<file path="config.mk">
export PLATFORM = sky130hd
export DESIGN_NAME = idu_is_lsiq_ctrl
export DESIGN_NICKNAME = d
export VERILOG_FILES = /design/src/rtl/idu_lsiq_pkg.sv /design/src/rtl/idu_is_lsiq_ptr.sv /design/src/rtl/idu_is_lsiq_ctrl.sv
export SDC_FILE = /design/constraint.sdc
export NUM_CORES = 1
export LEC_CHECK = 0
export CORE_ASPECT_RATIO = 1.4
export CORE_MARGIN = 4
export CORE_UTILIZATION = 45
export CTS_CLUSTER_SIZE = 28
export DETAILED_ROUTE_END_ITERATION = 10
export PLACE_DENSITY = 0.78
export SYNTH_ARGS = -nofsm -noshare
export SYNTH_HDL_FRONTEND = slang
export SYNTH_SLANG_ARGS = --single-unit
export TNS_END_PERCENT = 10
</file>
<file path="constraint.sdc">
create_clock -name clk -period 3.6 [get_ports clk]
set_input_delay 0.54 -clock clk [delete_from_list [all_inputs] [get_ports clk]]
set_output_delay 0.54 -clock clk [all_outputs]
set_load 0.01 [all_outputs]
</file>
<file path="src/rtl/idu_lsiq_pkg.sv">
// Shared LSIQ sizing constants and pointer helpers used by the entry array and
// the LSIQ controller.
package idu_lsiq_pkg;

   localparam int LSIQ_DEPTH  = 8;
   localparam int LSIQ_PTR_W  = 3;
   localparam int LSIQ_WAIT_W = 8;

   function automatic logic [LSIQ_DEPTH-1:0] lsiq_ptr2onehot(input logic [LSIQ_PTR_W-1:0] ptr);
      logic [LSIQ_DEPTH-1:0] onehot;
      onehot      = '0;
      onehot[ptr] = 1'b1;
      return onehot;
   endfunction

endpackage

</file>
<file path="src/rtl/idu_is_lsiq_ptr.sv">
// Wrapping circular pointer for the LSIQ; flush has priority over advance.
module idu_is_lsiq_ptr
   import idu_lsiq_pkg::*;
#(
   parameter int PTR_W = LSIQ_PTR_W
) (
   input  logic             clk,
   input  logic             rst_clk,
   input  logic             flush,
   input  logic             advance,
   output logic [PTR_W-1:0] ptr
);

   // DEPTH is a power of two, so natural overflow gives the DEPTH-1 -> 0 wrap
   always_ff @(posedge clk or negedge rst_clk) begin
      if (!rst_clk)
         ptr <= '0;
      else if (flush)
         ptr <= '0;
      else if (advance)
         ptr <= ptr + 1'b1;
   end

endmodule

</file>
<file path="src/rtl/idu_is_lsiq_ctrl.sv">
// In-order LSIQ scheduler: circular allocation, oldest-first issue, occupancy,
// flush recovery, head-stall monitor and sticky consistency error.
module idu_is_lsiq_ctrl
   import idu_lsiq_pkg::*;
#(
   parameter int DEPTH  = LSIQ_DEPTH,
   parameter int PTR_W  = LSIQ_PTR_W,
   parameter int WAIT_W = LSIQ_WAIT_W
) (
   input  logic              clk,
   input  logic              rst_clk,
   input  logic              rtu_global_flush,
   input  logic              dp_lsiq_create_vld,
   output logic              lsiq_dp_full,
   output logic              lsiq_dp_empty,
   output logic [PTR_W:0]    lsiq_entry_cnt,
   output logic [DEPTH-1:0]  lsiq_create_sel,
   input  logic [DEPTH-1:0]  entry_vld,
   input  logic [DEPTH-1:0]  entry_ready,
   input  logic              lsu_idu_ready,
   output logic              lsiq_issue_vld,
   output logic [DEPTH-1:0]  lsiq_issue_sel,
   output logic [WAIT_W-1:0] lsiq_head_wait,
   output logic              lsiq_err
);

   logic [PTR_W-1:0]  create_ptr;
   logic [PTR_W-1:0]  issue_ptr;
   logic [PTR_W:0]    cnt;
   logic [WAIT_W-1:0] wait_cnt;
   logic              err;
   logic              full;
   logic              empty;
   logic              create_fire;
   logic              issue_fire;
   logic              err_detect;

   function automatic logic [PTR_W:0] vld_popcnt(input logic [DEPTH-1:0] v);
      logic [PTR_W:0] c;
      c = '0;
      for (int i = 0; i < DEPTH; i++)
         c = c + {{PTR_W{1'b0}}, v[i]};
      return c;
   endfunction

   assign full  = (cnt == (PTR_W+1)'(DEPTH));
   assign empty = (cnt == '0);

   // A create while full is dropped even if the head issues this cycle
   assign create_fire = dp_lsiq_create_vld & ~full & ~rtu_global_flush;
   assign issue_fire  = ~empty & entry_vld[issue_ptr] & entry_ready[issue_ptr]
                        & lsu_idu_ready & ~rtu_global_flush;

   assign err_detect = (~empty & ~entry_vld[issue_ptr]) | (vld_popcnt(entry_vld) != cnt);

   idu_is_lsiq_ptr #(.PTR_W(PTR_W)) u_create_ptr (
      .clk     (clk),
      .rst_clk (rst_clk),
      .flush   (rtu_global_flush),
      .advance (create_fire),
      .ptr     (create_ptr)
   );

   idu_is_lsiq_ptr #(.PTR_W(PTR_W)) u_issue_ptr (
      .clk     (clk),
      .rst_clk (rst_clk),
      .flush   (rtu_global_flush),
      .advance (issue_fire),
      .ptr     (issue_ptr)
   );

   always_ff @(posedge clk or negedge rst_clk) begin
      if (!rst_clk) begin
         cnt      <= '0;
         wait_cnt <= '0;
         err      <= 1'b0;
      end else begin
         if (rtu_global_flush)
            cnt <= '0;
         else if (create_fire & ~issue_fire)
            cnt <= cnt + 1'b1;
         else if (issue_fire & ~create_fire)
            cnt <= cnt - 1'b1;

         if (rtu_global_flush | issue_fire)
            wait_cnt <= '0;
         else if (~empty) begin
            if (wait_cnt != '1)
               wait_cnt <= wait_cnt + 1'b1;
         end else
            wait_cnt <= '0;

         // Sticky until reset; flush deliberately leaves it set
         if (err_detect)
            err <= 1'b1;
      end
   end

   assign lsiq_dp_full    = full;
   assign lsiq_dp_empty   = empty;
   assign lsiq_entry_cnt  = cnt;
   assign lsiq_create_sel = create_fire ? lsiq_ptr2onehot(create_ptr) : '0;
   assign lsiq_issue_vld  = issue_fire;
   assign lsiq_issue_sel  = issue_fire ? lsiq_ptr2onehot(issue_ptr) : '0;
   assign lsiq_head_wait  = wait_cnt;
   assign lsiq_err        = err;

endmodule

</file>
==> impl_metrics.py, run 1 <==
metrics = {
    "outcome": {
        "outcome": "finished clean",
    },
    "finish": {
        "final_cell_mix": "clkdlybuf4s50_1, nor2_1, dfrtp_1, inv_1, nand2_1",
        "nets": 286,
        "diodes": 0,
        "final_common_cell": "clkdlybuf4s50_1",
        "drive_gt1_share_pct": 8.765,
        "final_util_pct": 64.15,
        "syn_to_final_growth_pct": 36.65,
    },
    "yosys": {
        "synth_xor_area_share_pct": 6.437,
        "synth_top_area_share_pct": 27.80,
        "yosysSeqAreaShare_pct": 27.80,
        "yosysWarnings": 0,
        "ys_seq_elements": 19,
        "syn_inst": 199,
        "netlist_area_um2": 1710,
        "synth_compound_area_share_pct": 9.071,
        "syn_avg_cell_area_um2": 8.595,
        "synth_cell_types": 47,
        "muxShareOfSynthArea_pct": 9.364,
        "synth_area_leader_cell": "dfrtp_1",
        "synthTopCellsByArea": "dfrtp_1, nor2_1, fa_1, ha_1, mux2i_1",
        "syn-num-nets": 233,
        "synth_adder_area_share_pct": 11.70,
        "synth_top_family_by_area": "simple AND/OR/NAND/NOR gates",
        "synth-simple-area-share_pct": 29.41,
    },
    "sta": {
        "period_needed_ps": 3371,
        "rsz0062_at_grt": "no",
        "hold_violations": 0,
        "worst_slew_pin_slew_ps": 822.7,
        "period_share_pct": 93.64,
        "max_freq_mhz": 296.6,
        "clock_skew_ps": 1.810,
        "setup-tns-final_ps": 0,
        "final_max_slew_viol_count": 0,
        "setup-violations-final": 0,
        "slew_headroom_pct": 44.98,
    },
    "global_routing": {
        "grt_pass1_vias": 1572,
        "grt_start_max_net_pins": 20,
        "grt_pass1_wl_um": 6817,
        "antenna_found_initial": 0,
        "track_usage_pct": 17.57,
        "grt-ovfl-total": 0,
    },
    "critical_path": {
        "worstPathRequired_ps": 3720,
        "crit_fanout": 3,
        "crit_family": "adder cells",
        "worst-setup-path-type": "in2reg",
        "start_kind": "input pin",
        "cp_slowest_stage_delay_ps": 540,
        "crit_path_end_kind": "flop",
        "crit_chain": "dlygate4sd2_1, inv_1, fa_1, fa_1, fa_1, inv_1, ha_2, inv_2, fa_2, xnor2_2, nand3_1, o21a_1, o22ai_1, o211ai_1",
        "worst_path_max_delay_cell": "fa_1",
        "crit_top_cell": "fa_1",
        "worstPathArrival_ps": 3490,
        "cp.buffers_inverters": 4,
    },
    "placement": {
        "io_buffers": 52,
        "dp_hpwl_um": 3180,
        "place_congestion": 0.8346,
    },
    "clock_network": {
        "clockBufferDepth": 2,
        "cts_made_buffers": 3,
        "cts_tree": "built",
        "cts.clk_slew.worst_paths_ps": 70,
        "insertion_delay_ps": 240,
        "htreeDepth": 1,
        "cts_root_buf": "clkbuf_8",
        "clock-sinks": 19,
    },
    "power_and_ir_drop": {
        "p_leak_nw": 0.9499,
        "peakVddDrop_mv": 0.4089,
        "power.total_mw": 1.137,
        "power_density_nw_per_um2": 486.4,
    },
    "route": {
        "ant_nets": 0,
        "viasPerCell": 5.369,
        "drc": 0,
        "via_count": 1573,
        "dr.pass1.iters": 4,
        "wl_um": 3956,
        "wire_per_inst_um": 13.50,
        "drt_iter0_markers": 39,
    },
    "die": {
        "die_height_um": 80.95,
        "rows": 26,
        "start_util_pct": 46.94,
        "die-area_um2": 4865,
        "fp.coreArea_um2": 3643,
        "die_w_um": 60.11,
        "io_pins": 53,
    },
    "worst_hold_path": {
        "min_path_type": "reg2reg",
    },
    "run": {
        "cap_violations": 0,
    },
}
==> kinds of logic after synthesis <==
logic type / Yosys count
flops: 19
compound gates: 21
xor+xnor: 11
fa+ha+maj: 13
buf+inv: 26
simple gates: 97
mux: 12
==> path summary, 6_finish.rpt <==
kind                                           startpoint                            end  slack, ps  cells after the start
max                                          entry_vld[3]           lsiq_err$_DFFE_PN0P_        230                     14
min                                  lsiq_err$_DFFE_PN0P_           lsiq_err$_DFFE_PN0P_        520                      2
max reg2reg                u_issue_ptr.ptr[1]$_DFFE_PN0N_  lsiq_entry_cnt[3]$_DFFE_PN0P_        330                     10
min reg2reg                          lsiq_err$_DFFE_PN0P_           lsiq_err$_DFFE_PN0P_        520                      2
max in group asynchronous                         rst_clk  lsiq_head_wait[6]$_DFFE_PN0P_       2320                      1
min in group asynchronous                         rst_clk  lsiq_head_wait[0]$_DFFE_PN0P_        770                      1
==> area by class of cell <==
class,count,area (um^2)
fill,307,1306
multi-input combinational,154,1141
timing repair buffer,58,561.8
sequential,19,475.5
inverter,16,60.06
tap,42,52.55
clock buffer,3,41.29
clock inverter,1,5.005
==> cell usage after synthesis, drive strengths merged <==
cell type   n
nor4b       1
or3         4
or4b        1
mux4        2
ha          8
nor2       33
and3        1
xor2        4
o22ai       2
nand3       7
a21o        1
inv        16
buf         5
o21ai       2
o2bb2a      1
fa          5
dfrtp      19
a31o        1
a31oi       2
mux2i       8
nand3b      2
o21a        1
and4b       2
nor3       13
o311ai      1
a211oi      3
xnor3       1
nor2b       2
nand4b      1
clkbuf      5
a221oi      1
nor4        5
nand4       2
nand2      14
o211ai      1
nand2b      9
a21oi       4
a22o        1
xnor2       6
mux2        2
==> worst min-delay path, cell delays in order, from the launching register on <==
cell and delay (ps):
dfrtp_1 350, nor3_1 60, o211ai_1 70
==> sequential cells by signal (all words and copies together), names as in the netlist <==
| register | cells |
|---|---|
| lsiq_err | 1 |
| lsiq_head_wait | 8 |
| u_create_ptr.ptr | 3 |
| lsiq_entry_cnt | 4 |
| u_issue_ptr.ptr | 3 |
==> power breakdown <==
part	total (mW)	internal (mW)	switching [mW]
Combinational	0.660	0.343	0.317
Sequential	0.337	0.254	0.0836
Clock	0.139	0.0765	0.0630
Total	1.14	0.674	0.463
==> through the flow <==
| step | cells | instance area, um^2 | worst slack (ps) | hold WS, ps |
|---|---|---|---|---|
| after floorplan | 199 | 1710 | 240.9 | 244.4 |
| after global placement | 288 | 2275 | -292.5 | 498.9 |
| after detailed placement | 288 | 2275 | -346.6 | 510.7 |
| after CTS | 293 | 2337 | 152.7 | 526.5 |
| after global routing | 293 | 2337 | 25.01 | 555.0 |
| final | 293 | 2337 | 228.9 | 522.2 |
==> what timing repair did <==
| item | 4_1_cts | 5_1_grt |
|---|---|---|
| setup endpoints to repair | 1 | 1 |
| pin swaps | 7 | 3 |
| hold buffers | 0 | 0 |
| gates resized for setup | 7 | 0 |
| buffers inserted | 1 | 0 |
| hold endpoints to repair | 0 | 0 |
==> per-layer routing <==
| layer | vias up | GRT usage [%] | part of all wire (%) |
|---|---|---|---|
| li1 | 795 | - | - |
| met1 | 741 | 22.06 | 43 |
| met2 | 35 | 31.60 | 53 |
| met3 | 2 | 2.226 | 3.7 |
| met4 | 0 | 3.548 | 0.66 |
| met5 | - | 0 | 0 |
Note: power is estimated with default switching activity, not from simulation.
==> run 2: changes to the inputs <==
SETUP_SLACK_MARGIN = 0.2   (was default)
==> run 2 against run 1 <==
Flip-flop and latch count unchanged. Total power increased by 0.49%. Clock-buffer cell count unchanged. Design area is 0.48% higher. Fmax increased by 3.2%. Wire length is essentially flat. Cell count grew 0.34%. Largest cell class unchanged.
==> impl_metrics.py, run 2 (synthesized netlist as in run 1, its figures left out) <==
metrics = {
    "placement": {
        "place_area_um2": 2275,
        "place_congestion": 0.8346,
        "dp_hpwl_um": 3180,
        "io_buffers": 52,
    },
    "outcome": {
        "outcome": "finished clean",
    },
    "finish": {
        "drive_gt1_share_pct": 10.32,
        "multi_input_area_um2": 1145,
        "final_cell_mix": "clkdlybuf4s50_1, nor2_1, dfrtp_1, inv_1, nand2_1",
        "syn_to_final_growth_pct": 37.31,
        "largest_reg_flops": 8,
        "nets": 287,
        "diodes": 0,
        "seq_area_um2": 476.7,
        "fill_cells": 300,
        "final_cell_area_um2": 2349,
        "final_common_cell": "clkdlybuf4s50_1",
        "final_util_pct": 64.46,
    },
    "route": {
        "ant_nets": 0,
        "drt_iter0_markers": 40,
        "wl_um": 3958,
        "via_count": 1586,
        "viasPerCell": 5.395,
        "dr.pass1.iters": 5,
        "wire_per_inst_um": 13.46,
        "drc": 0,
    },
    "run": {
        "cap_violations": 0,
    },
    "power_and_ir_drop": {
        "seq_power_share_pct": 29.5,
        "power_density_nw_per_um2": 486.5,
        "p_int_uw": 676.8,
        "power_frac_comb_pct": 58.2,
        "pwr-share-clk_pct": 12.2,
        "p_sw_uw": 465.7,
        "p_leak_nw": 0.9513,
        "switching_share_pct": 40.76,
        "power.total_mw": 1.143,
        "peakVddDrop_mv": 0.4089,
    },
    "sta": {
        "setup-violations-final": 0,
        "setup-tns-final_ps": 0,
        "hold_violations": 0,
        "rsz0062_at_grt": "yes",
        "worst_slew_pin_slew_ps": 829.8,
        "max_freq_mhz": 306.1,
        "period_needed_ps": 3267,
        "period_share_pct": 90.74,
        "final_max_slew_viol_count": 0,
        "slew_headroom_pct": 44.51,
        "clock_skew_ps": 1.338,
    },
    "critical_path": {
        "worst-setup-path-type": "in2out",
        "worstPathArrival_ps": 2730,
        "critPathLaunch": "entry_vld[4]",
        "r2r_slack_ps": 550,
        "r2r-start": "u_issue_ptr.ptr[0]$_DFFE_PN0N_",
        "start_kind": "input pin",
        "crit_fanout": 5,
        "r2r_cells": 9,
        "crit_path_end_kind": "primary output",
        "r2r-end": "lsiq_entry_cnt[3]$_DFFE_PN0P_",
        "worstPathRequired_ps": 3060,
    },
    "global_routing": {
        "grt-ovfl-total": 0,
        "grt_pass1_vias": 1573,
        "grt_use_met3_pct": 2.226,
        "grt_pass1_wl_um": 6831,
        "grt_start_max_net_pins": 20,
        "top_usage_layer": "met2",
        "antenna_found_initial": 0,
        "grtUsageMet2_pct": 31.60,
        "track_usage_pct": 17.61,
        "use_met1_pct": 22.16,
    },
    "die": {
        "io_pins": 53,
        "die_height_um": 80.95,
        "die-area_um2": 4865,
        "start_util_pct": 46.94,
        "die_w_um": 60.11,
        "fp.coreArea_um2": 3643,
        "rows": 26,
    },
    "clock_network": {
        "cts_root_buf": "clkbuf_8",
        "htreeDepth": 1,
        "cts.clk_slew.worst_paths_ps": 70,
        "insertion_delay_ps": 240,
        "ctsHoldBuffers": 0,
        "cts_tree": "built",
        "clockBufferDepth": 2,
        "clock-sinks": 19,
        "cts_made_buffers": 3,
    },
    "worst_hold_path": {
        "min_path_type": "reg2reg",
        "min_from": "lsiq_err$_DFFE_PN0P_",
        "min_to": "lsiq_err$_DFFE_PN0P_",
        "hold_depth": 2,
    },
}
run 2: area by class of cell:
| type | instances | share of cell area, % |
|---|---|---|
| clock buffer | 3 | 1.758 |
| timing repair buffer | 59 | 24.19 |
| tap | 42 | 2.238 |
| multi-input combinational | 154 | 48.75 |
| inverter | 16 | 2.557 |
| sequential | 19 | 20.30 |
| clock inverter | 1 | 0.2131 |
run 2: worst max path at each step:
stage / end / cells past startpoint / slack, ps
2_1_floorplan: lsiq_err$_DFFE_PN0P_ / 13 / 240
3_3_place_gp: lsiq_err$_DFFE_PN0P_ / 14 / -290
3_5_place_dp: lsiq_err$_DFFE_PN0P_ / 14 / -350
4_1_cts: lsiq_err$_DFFE_PN0P_ / 14 / 210
5_1_grt: lsiq_issue_sel[0] / 7 / 170
6_report: lsiq_issue_vld / 7 / 330
run 2: what timing repair did:
action	CTS	global route
setup endpoints to repair	1	7
setup buffers	1	1
resized for setup	11	2
pin swaps	7	7
run 2: critical path, stage by stage:
cell	delay, ps
clkdlybuf4s50_1	480
mux2i_1	80
a22o_1	290
or3_1	420
buf_4	180
nor3_1	170
clkdlybuf4s50_1	570
run 2: routing by layer:
layer / up-vias / share of wire [%]
met5: - / 0
met4: 0 / 0.66
met3: 2 / 3.3
met2: 31 / 54
met1: 756 / 42
li1: 797 / -
run 2: power groups by stage:
stage	Combinational (mW)	Clock, mW	Sequential (mW)
3_5_place_dp	0.645	0	0.337
2_1_floorplan	0.415	0	0.327
4_1_cts	0.662	0.144	0.336
5_1_grt	0.738	0.155	0.349
6_report	0.665	0.140	0.337
3_3_place_gp	0.630	0	0.339
run 2: stage by stage:
stage,hold slack (ps),setup slack (ps),std cells
global route,554.8,165.5,294
CTS,526.5,205.2,293
floorplan,244.4,240.9,199
global placement,498.9,-292.5,288
finish,522.5,333.3,294
detailed placement,510.7,-346.6,288
==> run 3: changes to the inputs <==
CORE_UTILIZATION = 47   (was 45)
CTS_CLUSTER_SIZE = default   (was 28)
PLACE_DENSITY = 0.8   (was 0.78)
==> run 3 against run 2 <==
Largest cell class unchanged. Highest routed layer unchanged. Critical endpoint is now lsiq_issue_sel[5]. Sequential share of layout area down 0.075 points. Global-route usage up 1.5 points. Die area down 3.8%. Clock skew up 2.3 ps. Flip-flop and latch count unchanged.
==> impl_metrics.py, run 3 (synthesized netlist as in run 1, its figures left out) <==
metrics = {
    "critical_path": {
        "worst_path_max_delay_cell": "clkdlybuf4s50_1",
        "crit_family": "buffers and inverters",
        "r2r_cells": 9,
        "cp_slowest_stage_delay_ps": 570,
        "critPathLaunch": "entry_vld[6]",
        "cp.buffers_inverters": 2,
        "crit_cells": 7,
        "crit_chain": "clkdlybuf4s50_1, mux2i_1, a22o_1, nor4_4, nand2_1, nor3_1, clkdlybuf4s50_1",
        "crit_fanout": 6,
        "crit_top_cell": "clkdlybuf4s50_1",
        "r2r-start": "u_issue_ptr.ptr[0]$_DFFE_PN0N_",
        "r2r-end": "lsiq_entry_cnt[3]$_DFFE_PN0P_",
        "worst-setup-path-type": "in2out",
        "start_kind": "input pin",
        "r2r_slack_ps": 580,
        "worstPathArrival_ps": 2820,
        "worstPathRequired_ps": 3060,
        "endpoint": "lsiq_issue_sel[5]",
        "crit_path_end_kind": "primary output",
    },
    "sta": {
        "worst_slew_pin_slew_ps": 874.9,
        "final_max_slew_viol_count": 0,
        "clock_skew_ps": 3.669,
        "worst_slack_ps": 244.9,
        "slew_headroom_pct": 41.49,
        "setup-violations-final": 0,
        "period_needed_ps": 3355,
        "rsz0062_at_grt": "yes",
        "max_freq_mhz": 298.1,
        "hold_violations": 0,
        "period_share_pct": 93.20,
    },
    "power_and_ir_drop": {
        "p_sw_uw": 462.3,
        "p_int_uw": 693.0,
        "seq_power_share_pct": 29.1,
        "switching_share_pct": 40.02,
        "peakVddDrop_mv": 0.4402,
        "power_density_nw_per_um2": 490.1,
        "p_leak_nw": 0.9639,
        "pwr-share-clk_pct": 12.5,
        "power_frac_comb_pct": 58.3,
    },
    "route": {
        "dr.pass1.iters": 4,
        "via_count": 1595,
        "viasPerCell": 5.462,
        "wire_per_inst_um": 14.11,
        "drt_iter0_markers": 36,
        "wl_um": 4119,
        "ant_nets": 0,
        "drc": 0,
    },
    "finish": {
        "seq_area_um2": 476.7,
        "final_cell_mix": "clkdlybuf4s50_1, nor2_1, dfrtp_1, nand2_1, inv_1",
        "largest_reg_flops": 8,
        "final_util_pct": 68.51,
        "drive_gt1_share_pct": 11.51,
        "syn_to_final_growth_pct": 37.82,
        "multi_input_area_um2": 1154,
        "nets": 287,
        "fill_cells": 312,
        "diodes": 0,
        "final_common_cell": "clkdlybuf4s50_1",
    },
    "global_routing": {
        "antenna_found_initial": 0,
        "track_usage_pct": 19.10,
        "grt_pass1_wl_um": 7113,
        "grt_start_max_net_pins": 20,
        "grt_pass1_vias": 1627,
        "grt-ovfl-total": 0,
    },
    "die": {
        "die_w_um": 58.99,
        "die-area_um2": 4682,
        "die_height_um": 79.38,
        "fp.coreArea_um2": 3441,
        "rows": 25,
        "io_pins": 53,
        "start_util_pct": 49.71,
    },
    "clock_network": {
        "htreeDepth": 1,
        "cts_tree": "built",
        "cts.clk_slew.worst_paths_ps": 70,
        "clock-sinks": 19,
        "clockBufferDepth": 2,
        "cts_made_buffers": 3,
        "cts_root_buf": "clkbuf_8",
        "insertion_delay_ps": 250,
        "ctsHoldBuffers": 0,
    },
    "placement": {
        "io_buffers": 52,
        "dp_hpwl_um": 3244,
        "place_congestion": 0.8363,
        "place_ws_ps": -368.6,
    },
    "run": {
        "cap_violations": 0,
    },
    "outcome": {
        "outcome": "finished clean",
    },
    "worst_hold_path": {
        "min_path_type": "reg2reg",
    },
}
run 3: cell type report:
| class | count | share of cell area, % |
|---|---|---|
| timing repair buffer | 59 | 24.26 |
| sequential | 19 | 20.22 |
| multi-input combinational | 154 | 48.94 |
| clock buffer | 4 | 1.911 |
| tap | 40 | 2.123 |
| inverter | 16 | 2.548 |
run 3: power groups by stage:
stage,Combinational (mW),Clock (mW),Sequential [mW]
4_1_cts,0.678,0.150,0.338
3_3_place_gp,0.650,0,0.337
2_1_floorplan,0.415,0,0.327
3_5_place_dp,0.662,0,0.339
5_1_grt,0.760,0.158,0.351
6_report,0.674,0.145,0.337
run 3: metal layers:
metal	wire length [um]	track usage, %	vias to the layer above
met1	1681	23.85	758
met4	30	4.535	0
met5	0	0	-
li1	-	-	797
met2	2224	33.85	36
met3	183	2.751	4
run 3: worst min-delay path by stage:
stage / from / to / slack [ps] / cells past startpoint
after floorplan: rst_clk / lsiq_entry_cnt[0]$_DFFE_PN0P_ / 240 / 0
after global placement: lsiq_err$_DFFE_PN0P_ / lsiq_err$_DFFE_PN0P_ / 520 / 2
after detailed placement: lsiq_err$_DFFE_PN0P_ / lsiq_err$_DFFE_PN0P_ / 530 / 2
after CTS: lsiq_err$_DFFE_PN0P_ / lsiq_err$_DFFE_PN0P_ / 550 / 2
after global routing: lsiq_err$_DFFE_PN0P_ / lsiq_err$_DFFE_PN0P_ / 570 / 2
final: lsiq_err$_DFFE_PN0P_ / lsiq_err$_DFFE_PN0P_ / 540 / 2
run 3: metrics by stage:
stage / std cells / cell area, um^2 / hold slack (ps) / total power [mW] / setup TNS, ps
3_3_place_gp: 287 / 2280 / 524.8 / 0.9872 / -299.8
6_report: 292 / 2357 / 544.2 / 1.155 / 0
3_5_place_dp: 287 / 2280 / 527.1 / 1.001 / -368.6
5_1_grt: 292 / 2357 / 572.6 / 1.270 / 0
4_1_cts: 291 / 2335 / 546.5 / 1.165 / 0
2_1_floorplan: 199 / 1710 / 244.4 / 0.7423 / 0
run 3: timing repair:
action,CTS,global route
buffers inserted,0,1
endpoints found under the hold margin,0,0
gates resized for setup,16,3
pin swaps,8,9
setup endpoints to repair,3,4
run 3: worst reg2reg max path, stage by stage, from the launching register on:
cell	delay (ps)
dfrtp_1	590
mux4_2	610
mux2i_4	320
o21ai_1	170
buf_4	170
ha_1	320
a21oi_1	180
and4b_1	210
a221oi_1	210
nand4_1	130
